<file path="config.mk">
export PLATFORM = sky130hd
export DESIGN_NAME = fifo_wr_arbiter
export DESIGN_NICKNAME = d
export VERILOG_FILES = /design/src/rtl/fifo_arb_pkg.sv /design/src/rtl/fifo_wr_arbiter_rr_pick.sv /design/src/rtl/fifo_wr_arbiter.sv
export VERILOG_INCLUDE_DIRS = /design/src /design/src/rtl
export SDC_FILE = /design/constraint.sdc
export NUM_CORES = 1
export LEC_CHECK = 0
export ABC_AREA = 1
export BUFFER_PORTS_ARGS = -buffer_cell sky130_fd_sc_hd__buf_2
export CAP_MARGIN = 0
export CORE_ASPECT_RATIO = 1.25
export CORE_MARGIN = 1
export CORE_UTILIZATION = 44
export CTS_CLUSTER_SIZE = 8
export DETAILED_ROUTE_END_ITERATION = 10
export GPL_TIMING_DRIVEN = 0
export PLACE_DENSITY = 0.76
export SYNTH_ARGS = -nofsm -noshare
export SYNTH_HDL_FRONTEND = slang
export SYNTH_SLANG_ARGS = --single-unit
</file>
<file path="constraint.sdc">
create_clock -name clk -period 1.7 [get_ports clk]
set_input_delay 0 -clock clk [delete_from_list [all_inputs] [get_ports clk]]
set_output_delay 0 -clock clk [all_outputs]
set_load 0.02 [all_outputs]
</file>
<file path="src/rtl/global_define.sv">
// Project-wide width macros shared by the FIFO datapath blocks.
`ifndef GLOBAL_DEFINE_SV
`define GLOBAL_DEFINE_SV

`define DATA_WIDTH 8
`define FIFO_WIDTH 8

`endif

</file>
<file path="src/rtl/fifo_arb_pkg.sv">
// Shared types and constants for the FIFO write-port arbiter.
package fifo_arb_pkg;

  typedef enum logic [1:0] {
    ST_IDLE  = 2'd0,
    ST_GRANT = 2'd1,
    ST_STALL = 2'd2
  } arb_state_e;

  localparam int unsigned BURST_LEN_DEF = 4;

  // Index width that stays legal when a count collapses to a single entry.
  function automatic int unsigned idx_w(input int unsigned n);
    return (n > 1) ? $clog2(n) : 1;
  endfunction

endpackage

</file>
<file path="src/rtl/fifo_wr_arbiter_rr_pick.sv">
// Round-robin priority search: first asserted request at or above ptr, with wrap.
module rr_pick
  import fifo_arb_pkg::*;
#(
  parameter int unsigned NUM_REQ = 4
) (
  input  logic [NUM_REQ-1:0]          req,
  input  logic [idx_w(NUM_REQ)-1:0]   ptr,
  output logic [idx_w(NUM_REQ)-1:0]   idx,
  output logic                        any
);

  localparam int unsigned IW = idx_w(NUM_REQ);

  always_comb begin
    int unsigned j;
    j   = 0;
    idx = '0;
    any = 1'b0;
    for (int unsigned i = 0; i < NUM_REQ; i++) begin
      j = (i + 32'(ptr)) % NUM_REQ;
      if (!any && req[IW'(j)]) begin
        idx = IW'(j);
        any = 1'b1;
      end
    end
  end

endmodule

</file>
<file path="src/rtl/fifo_wr_arbiter.sv">
// Shares one FIFO write port among NUM_REQ producers with round-robin,
// burst-limited grants and a registered write stage.
`include "global_define.sv"

module fifo_wr_arbiter
  import fifo_arb_pkg::*;
#(
  parameter int unsigned NUM_REQ    = 4,
  parameter int unsigned DATA_WIDTH = `DATA_WIDTH,
  parameter int unsigned BURST_LEN  = BURST_LEN_DEF
) (
  input  logic                          clk,
  input  logic                          rst,
  input  logic [NUM_REQ-1:0]            req,
  input  logic [NUM_REQ*DATA_WIDTH-1:0] req_data,
  output logic [NUM_REQ-1:0]            ready,
  input  logic                          full,
  input  logic                          p_full,
  input  logic                          overflow,
  output logic                          wr_enb,
  output logic [DATA_WIDTH-1:0]         fifo_in,
  output logic [idx_w(NUM_REQ)-1:0]     owner,
  output logic                          busy,
  output logic                          err_ovf
);

  localparam int unsigned IW = idx_w(NUM_REQ);
  localparam int unsigned CW = idx_w(BURST_LEN);
  localparam logic [IW-1:0] LAST_IDX = IW'(NUM_REQ - 1);
  localparam logic [CW-1:0] LAST_CNT = CW'(BURST_LEN - 1);

  arb_state_e state_q, state_d;
  logic [IW-1:0]         owner_q, owner_d;
  logic [IW-1:0]         rr_ptr_q, rr_ptr_d;
  logic [CW-1:0]         cnt_q, cnt_d;
  logic                  wr_enb_q, wr_enb_d;
  logic [DATA_WIDTH-1:0] fifo_in_q, fifo_in_d;
  logic                  err_ovf_q, err_ovf_d;

  logic [IW-1:0]         pick_idx;
  logic                  pick_any;
  logic                  req_own;
  logic                  room;
  logic                  accept;
  logic [IW-1:0]         next_ptr;
  logic [DATA_WIDTH-1:0] sel_data;

  rr_pick #(
    .NUM_REQ(NUM_REQ)
  ) u_rr_pick (
    .req(req),
    .ptr(rr_ptr_q),
    .idx(pick_idx),
    .any(pick_any)
  );

  // p_full already withholds ready, so the word registered this cycle
  // always lands in one of the reserved free entries.
  always_comb begin
    req_own  = req[owner_q];
    room     = !full && !p_full;
    accept   = (state_q == ST_GRANT) && req_own && room;
    next_ptr = (owner_q == LAST_IDX) ? '0 : owner_q + 1'b1;
    ready    = '0;
    if ((state_q == ST_GRANT) && room) begin
      ready[owner_q] = 1'b1;
    end
  end

  always_comb begin
    sel_data = '0;
    for (int unsigned i = 0; i < NUM_REQ; i++) begin
      if (owner_q == IW'(i)) begin
        sel_data = req_data[i*DATA_WIDTH +: DATA_WIDTH];
      end
    end
  end

  always_comb begin
    state_d   = state_q;
    owner_d   = owner_q;
    rr_ptr_d  = rr_ptr_q;
    cnt_d     = cnt_q;
    wr_enb_d  = accept;
    fifo_in_d = accept ? sel_data : fifo_in_q;
    err_ovf_d = err_ovf_q | overflow;

    unique case (state_q)
      ST_IDLE: begin
        if (pick_any) begin
          state_d = ST_GRANT;
          owner_d = pick_idx;
          cnt_d   = '0;
        end
      end
      ST_GRANT: begin
        if (accept) begin
          cnt_d = cnt_q + 1'b1;
          if (cnt_q == LAST_CNT) begin
            state_d  = ST_IDLE;
            rr_ptr_d = next_ptr;
          end
        end else if (!req_own) begin
          state_d  = ST_IDLE;
          rr_ptr_d = next_ptr;
        end else begin
          state_d = ST_STALL;
        end
      end
      ST_STALL: begin
        if (!req_own) begin
          state_d  = ST_IDLE;
          rr_ptr_d = next_ptr;
        end else if (room) begin
          state_d = ST_GRANT;
        end
      end
      default: begin
        state_d = ST_IDLE;
      end
    endcase
  end

  always_ff @(posedge clk or negedge rst) begin
    if (!rst) begin
      state_q   <= ST_IDLE;
      owner_q   <= '0;
      rr_ptr_q  <= '0;
      cnt_q     <= '0;
      wr_enb_q  <= 1'b0;
      fifo_in_q <= '0;
      err_ovf_q <= 1'b0;
    end else begin
      state_q   <= state_d;
      owner_q   <= owner_d;
      rr_ptr_q  <= rr_ptr_d;
      cnt_q     <= cnt_d;
      wr_enb_q  <= wr_enb_d;
      fifo_in_q <= fifo_in_d;
      err_ovf_q <= err_ovf_d;
    end
  end

  assign wr_enb  = wr_enb_q;
  assign fifo_in = fifo_in_q;
  assign owner   = owner_q;
  assign busy    = (state_q != ST_IDLE);
  assign err_ovf = err_ovf_q;

endmodule

</file>
# Word-level counts from Yosys, hierarchy flattened
# Cells that the tools add are included.
dict set report word_totals {
  regBits 18
  wordCells 91
  output_inout_bits 17
  inputBits 41
}
dict set report op_classes {
  n_eq_ne 10
  mux 40
  reduce_logical 22
  bitwise 1
  magnitude_cmp 6
  addsub 5
}
# op count
set ops {}
lappend ops {{$mux W2} 16}
lappend ops {{$mux W8} 4}
lappend ops {{$lt A2 B3 Y1 const B} 5}
lappend ops {{$bmux W1 S2} 5}
lappend ops {{$mux W1} 10}
lappend ops {{$eq A2 B2 Y1 const B} 4}
lappend ops {{$logic_and A1 B1 Y1} 8}
lappend ops {{$pmux W2 S2} 2}
lappend ops {{$pmux W2 S3} 1}
lappend ops {{$reduce_and A3 Y1} 2}
lappend ops {{$reduce_bool A2 Y1} 3}
lappend ops {{$logic_not A1 Y1} 5}
lappend ops {{$add A2 B1 Y2 const B} 2}
lappend ops {{$add A2 B2 Y2 const A} 2}
lappend ops {{$eq A2 B1 Y1 const B} 2}
lappend ops {{$logic_not A2 Y1} 2}
lappend ops {{$mux W4} 1}
lappend ops {{$ne A2 B2 Y1 const B} 2}
lappend ops {{$reduce_and A2 Y1} 2}
lappend ops {{$ne A3 B2 Y1 const B} 1}
lappend ops {{$ne A3 B3 Y1 const B} 1}
lappend ops {{$add A1 B2 Y2 const A} 1}
lappend ops {{$demux W1 S2} 1}
lappend ops {{$ge A2 B1 Y1 const B} 1}
lappend ops {{$or A1 B1 Y1} 1}

# Longest topological paths before layout
dict set report depth {
  word_depth 14
  mapped_depth 12
  ltp_nobuf 12
}

# Modules after synthesis
# From an unflattened synthesis, not the netlist that was laid out.
dict set report unflattened {
  hier_cells 226
  area_unflattened_um2 1596.5
}
# mod cells_each instances seq_area_each_um2 area_per_inst_um2
set modules_own_cells {}
lappend modules_own_cells {fifo_wr_arbiter 167 1 450.4 1277.5}
lappend modules_own_cells {rr_pick 59 1 0.0 319.1}

# Least setup slack after synthesis
# No wires, ideal clock.
dict set report synth_timing {
  path_type {reg2reg}
  start {register owner_q[1], in the netlist owner[1]}
  end {register fifo_in_q[0], in the netlist fifo_in[0]}
  required_ns 1.605
  setup_slack_ns -0.048
  arrival_time_ns 1.653
  path_buffers 1
  stages_incl_launch_ff 9
  period_less_slack_ns 1.748
  setup_ns 0.095
  path_cell_list {dfrtp_1 inv_1 ha_1 buf_6 nor2_1 nand2_1 a21oi_1 nor2_1 o31ai_1}
}
dict set report synth_between {
  elab_chain_cells 5
  elab_cells_between_ends 12
  cone_classes {eq/ne: 3; mux: 6; reduce/logical: 3}
}
# item line
set synth_lines {}
lappend synth_lines {{start, declared} fifo_wr_arbiter.sv:33} ;# logic [IW-1:0] owner_q, owner_d;
lappend synth_lines {{start signal, assigned} fifo_wr_arbiter.sv:135} ;# owner_q <= owner_d;
lappend synth_lines {{$logic_not A2 Y1} fifo_wr_arbiter.sv:73} ;# if (owner_q == IW'(i)) begin
lappend synth_lines {{$mux W8 (4 in a row)} fifo_wr_arbiter.sv:73}
lappend synth_lines {{end signal, assigned} fifo_wr_arbiter.sv:139} ;# fifo_in_q <= fifo_in_d;
lappend synth_lines {{end, declared} fifo_wr_arbiter.sv:37} ;# logic [DATA_WIDTH-1:0] fifo_in_q, fifo_in_d;
# Parallel ways exist; a longest one is shown, timed or not. The select of a mux whose other input is x is not followed.
# A chain may end at the register's enable or synchronous reset.

# Worst setup path after layout
dict set report layout_timing {
  start {register owner_q[0], in the netlist owner[0]}
  end {register fifo_in_q[0], in the netlist fifo_in[0]}
}
# Same word-level chain as after synthesis.

==> metrics.txt <==
# TYPE chip_impl_metric gauge
chip_impl_metric{name="numCtsBuffers",unit=""} 3
chip_impl_info{name="rsz0062_at_grt",value="yes"} 1
chip_impl_metric{name="fmax",unit="MHz"} 634
chip_impl_info{name="critical-path-top-delay-family",value="flip-flops"} 1
chip_impl_metric{name="switching_power",unit="mW"} 1.80
chip_impl_metric{name="clock_tree.htree_level_count",unit=""} 1
chip_impl_metric{name="ys_seq_area_share",unit="%"} 30.3
chip_impl_metric{name="post_synthesis_async_set_or_reset_flop_share",unit="%"} 100
chip_impl_metric{name="antenna-diode-count",unit=""} 0
chip_impl_info{name="kind_of_critical_path",value="flop to flop"} 1
chip_impl_info{name="clockRootBuffer",value="sky130_fd_sc_hd__clkbuf_8"} 1
chip_impl_metric{name="critical_path.n_buffers_inverters",unit=""} 2
chip_impl_metric{name="die-area",unit="mm^2"} 0.00362
chip_impl_metric{name="seqPwrFrac",unit="%"} 21.9
chip_impl_metric{name="max_slew_margin",unit="%"} 72.2
chip_impl_metric{name="syn_avg_cell_area",unit="um^2"} 6.43
chip_impl_metric{name="nNetsFinal",unit=""} 347
chip_impl_metric{name="port_buffers",unit=""} 57
chip_impl_metric{name="coreArea",unit="mm^2"} 0.00322
chip_impl_info{name="run_status",value="completed"} 1
chip_impl_metric{name="die_height",unit="um"} 67.0
chip_impl_metric{name="worst_skew_pair.late_latency",unit="ps"} 250
chip_impl_metric{name="max_cap_violations",unit=""} 0
chip_impl_metric{name="grt_pass1_wl",unit="um"} 5900
chip_impl_metric{name="worst_clock_skew",unit="ps"} 0.727
chip_impl_info{name="cts_tree",value="done"} 1
chip_impl_metric{name="globalRoute.totalOverflow",unit=""} 0
chip_impl_metric{name="switching_share",unit="%"} 51.6
chip_impl_info{name="worst_hold_path_type",value="input pin to flop"} 1
chip_impl_metric{name="min_period_over_period",unit="%"} 92.8
chip_impl_metric{name="floorplan.initialDensity",unit="%"} 46.1
chip_impl_metric{name="synthesis.area",unit="mm^2"} 0.00149
chip_impl_metric{name="grt_start_max_net_pins",unit=""} 19
chip_impl_metric{name="final_hold_violating_endpoints",unit=""} 0
chip_impl_metric{name="p_leak",unit="nW"} 1.11
chip_impl_metric{name="routed-via-count",unit=""} 1657
chip_impl_metric{name="p_per_area",unit="mW/mm^2"} 1740
chip_impl_info{name="startpoint_type",value="flop"} 1
chip_impl_info{name="critical_path.slowest_cell",value="sky130_fd_sc_hd__dfrtp_2"} 1
chip_impl_metric{name="first_global_vias",unit=""} 1446
chip_impl_metric{name="comb_power_share",unit="%"} 67.9
chip_impl_metric{name="cts.reportedPaths.clkPinSlew",unit="ps"} 70
chip_impl_metric{name="critical_path.max_stage_delay",unit="ps"} 490
chip_impl_metric{name="floorplan.die.width",unit="um"} 54.0
chip_impl_metric{name="period_needed",unit="ps"} 1580
chip_impl_metric{name="number_of_sinks_on_the_clock_net",unit=""} 18
chip_impl_metric{name="internal_power",unit="mW"} 1.69
chip_impl_metric{name="finish.instance_area",unit="mm^2"} 0.00201
chip_impl_metric{name="route.final.wire_length",unit="um"} 3740
chip_impl_info{name="worst_setup_path_end_kind",value="flop"} 1
chip_impl_metric{name="ys_types",unit=""} 25
chip_impl_metric{name="seqCellArea",unit="um^2"} 452
chip_impl_metric{name="ant_nets",unit=""} 0
chip_impl_metric{name="worstMarginPinSlew",unit="ps"} 418
chip_impl_metric{name="yosysWarnings",unit=""} 0
chip_impl_metric{name="timing.critical_path.arrival",unit="ps"} 1740
chip_impl_metric{name="grt_antenna_before_repair",unit=""} 0
chip_impl_metric{name="synth_enable_flop_cells",unit=""} 0
chip_impl_metric{name="routed_via_density",unit=""} 4.98
chip_impl_metric{name="drt_pre_antenna_iters",unit=""} 4
chip_impl_metric{name="fin_tns_setup",unit="ps"} 0
chip_impl_info{name="dominantRegCellSynth",value="sky130_fd_sc_hd__dfrtp_1"} 1
chip_impl_metric{name="grtUsageTotal",unit="%"} 21.9
chip_impl_metric{name="io-pin-count",unit=""} 58
chip_impl_metric{name="fill_cells",unit=""} 310
chip_impl_metric{name="post_route_cells_drive_above_1_share",unit="%"} 34.1
chip_impl_metric{name="vdd.ir_drop.worst",unit="uV"} 1030
chip_impl_metric{name="finalSetupViolCount",unit=""} 0
chip_impl_metric{name="area_of_combinational_cells_with_multiple_inputs",unit="um^2"} 986
chip_impl_metric{name="slew_violations",unit=""} 0
chip_impl_metric{name="placedInstanceArea",unit="mm^2"} 0.00182
chip_impl_metric{name="clk_path_buf_depth",unit=""} 2
chip_impl_metric{name="routed_wire_per_std_cell",unit="um"} 11.2
chip_impl_metric{name="synth_nets",unit=""} 281
chip_impl_metric{name="synth_seq_cells",unit=""} 18
chip_impl_metric{name="critical_path_peak_fanout",unit=""} 8
chip_impl_metric{name="globalplace.congestion",unit=""} 0.808
chip_impl_metric{name="placement_rows",unit=""} 23
chip_impl_metric{name="detail_route.drc_violations",unit=""} 0
chip_impl_info{name="crit_path_cell_trace",value="inv_4 -> ha_4 -> inv_2 -> nor2_4 -> nand2_2 -> a21oi_2 -> nor2_1 -> o31ai_1"} 1
chip_impl_metric{name="flow.area_growth_from_synthesis",unit="%"} 35.3
chip_impl_metric{name="dp_hpwl",unit="um"} 2800
chip_impl_metric{name="netlist_instances",unit=""} 231
chip_impl_metric{name="clock_power_share",unit="%"} 10.2
chip_impl_metric{name="worstPathRequired",unit="ps"} 1860
chip_impl_metric{name="drt_iter0_drc",unit=""} 23
[metal layers]
metal,up-vias,routed length (um),part of all wire [%],GRT usage [%]
met3,4,261,7.0,2.97
met2,58,1870,50,41.5
met5,-,0,0,0
met1,728,1560,42,24.0
li1,867,-,-,-
met4,0,46,1.2,6.73
[final timing paths]
check | startpoint | to | slack (ps) | cells past startpoint
worst max-delay path | owner[0] | fifo_in[0] | 120 | 8
worst min-delay path | req_data[24] | fifo_in[0] | 40 | 3
worst max register to register | owner[0] | fifo_in[0] | 120 | 8
worst min register to register | err_ovf | err_ovf | 460 | 1
max in group asynchronous | rst | owner[0] | 1180 | 2
min in group asynchronous | rst | fifo_in[2] | 200 | 2
[through the flow]
stage	total power [mW]	hold WS, ps	util, %	worst slack, ps	instances
2_1_floorplan	2.39	-296	-	48.3	231
3_3_place_gp	2.87	-45.5	56.5	-109	325
3_5_place_dp	2.89	-39.4	56.5	-80.7	325
4_1_cts	3.34	49.4	59.9	10.4	332
5_1_grt	3.86	74.5	62.4	-30.5	333
6_report	3.49	38.5	62.4	123	333
[cells by family after synthesis]
kind of cell | count (synthesis) | synth area share [%]
simple gates | 142 | 40.7
compound gates | 32 | 12.2
buf+inv | 30 | 9.17
flops | 18 | 30.3
fa+ha+maj | 9 | 7.58
[registers in the layout, indices dropped and copies added, names as in the netlist]
| signal | cells |
|---|---|
| owner | 2 |
| wr_enb | 1 |
| err_ovf | 1 |
| state_q | 2 |
| rr_ptr_q | 2 |
| cnt_q | 2 |
| fifo_in | 8 |
[Yosys cell counts, types with 2 or more instances]
master	instances	share of area [%]
sky130_fd_sc_hd__nand2_1	79	20
sky130_fd_sc_hd__nor2_1	35	8.8
sky130_fd_sc_hd__dfrtp_1	18	30
sky130_fd_sc_hd__inv_1	18	4.5
sky130_fd_sc_hd__a21oi_1	17	5.7
sky130_fd_sc_hd__nand3_1	14	4.7
sky130_fd_sc_hd__ha_1	9	7.6
sky130_fd_sc_hd__o31ai_1	8	4.0
sky130_fd_sc_hd__inv_2	5	1.3
sky130_fd_sc_hd__nand2_2	4	1.7
sky130_fd_sc_hd__buf_6	3	2.3
sky130_fd_sc_hd__o21ai_0	3	1.0
sky130_fd_sc_hd__o21ai_1	3	1.0
sky130_fd_sc_hd__clkinv_1	2	0.51
sky130_fd_sc_hd__nand4_1	2	0.84
sky130_fd_sc_hd__nor2_2	2	0.84
[placed cells by master (no fill, tap or decap), types with 2 or more instances in the layout]
cell	n
sky130_fd_sc_hd__nand2_2	6
sky130_fd_sc_hd__nand3_1	12
sky130_fd_sc_hd__buf_4	3
sky130_fd_sc_hd__inv_1	15
sky130_fd_sc_hd__o31ai_1	8
sky130_fd_sc_hd__ha_4	3
sky130_fd_sc_hd__o21ai_1	4
sky130_fd_sc_hd__nand3_2	2
sky130_fd_sc_hd__nor2_4	4
sky130_fd_sc_hd__a21oi_1	16
sky130_fd_sc_hd__o21ai_0	2
sky130_fd_sc_hd__buf_6	3
sky130_fd_sc_hd__dfrtp_1	17
sky130_fd_sc_hd__inv_2	6
sky130_fd_sc_hd__dlygate4sd3_1	2
sky130_fd_sc_hd__nand2_1	77
sky130_fd_sc_hd__nand4_1	2
sky130_fd_sc_hd__inv_4	3
sky130_fd_sc_hd__buf_2	57
sky130_fd_sc_hd__nor2_1	33
sky130_fd_sc_hd__ha_1	5
sky130_fd_sc_hd__clkbuf_8	4
[worst register-to-register path: cells and delay by family, from the launching register on]
kind / cells / cell delay [ps]
compound gates: 2 / 370
flops: 1 / 490
fa+ha+maj: 1 / 130
buf+inv: 2 / 150
simple gates: 3 / 350
[area by class of cell]
cell class / instances / area share (%)
buffer: 3 / 1.68
clock buffer: 4 / 2.74
inverter: 25 / 5.10
multi-input combinational: 183 / 49.0
sequential: 18 / 22.5
tap: 37 / 2.30
timing repair buffer: 62 / 16.3
timing repair inverter: 1 / 0.373
[repair_timing]
action                                  in CTS  in global routing
hold buffers                                 2                  0
setup buffers                                2                  1
gates cloned                                 0                  1
pin swaps                                    0                  5
gates resized for setup                      8                 22
endpoints found under the hold margin       19                  0
endpoints found under the setup margin      16                 18
[power by group through the flow]
stage	Sequential [mW]	Combinational, mW	Clock, mW
floorplan	0.865	1.52	0
global placement	0.756	2.11	0
detailed placement	0.758	2.13	0
CTS	0.744	2.23	0.360
global route	0.789	2.70	0.375
finish	0.765	2.37	0.355
Power figures use the tool's default switching activity.
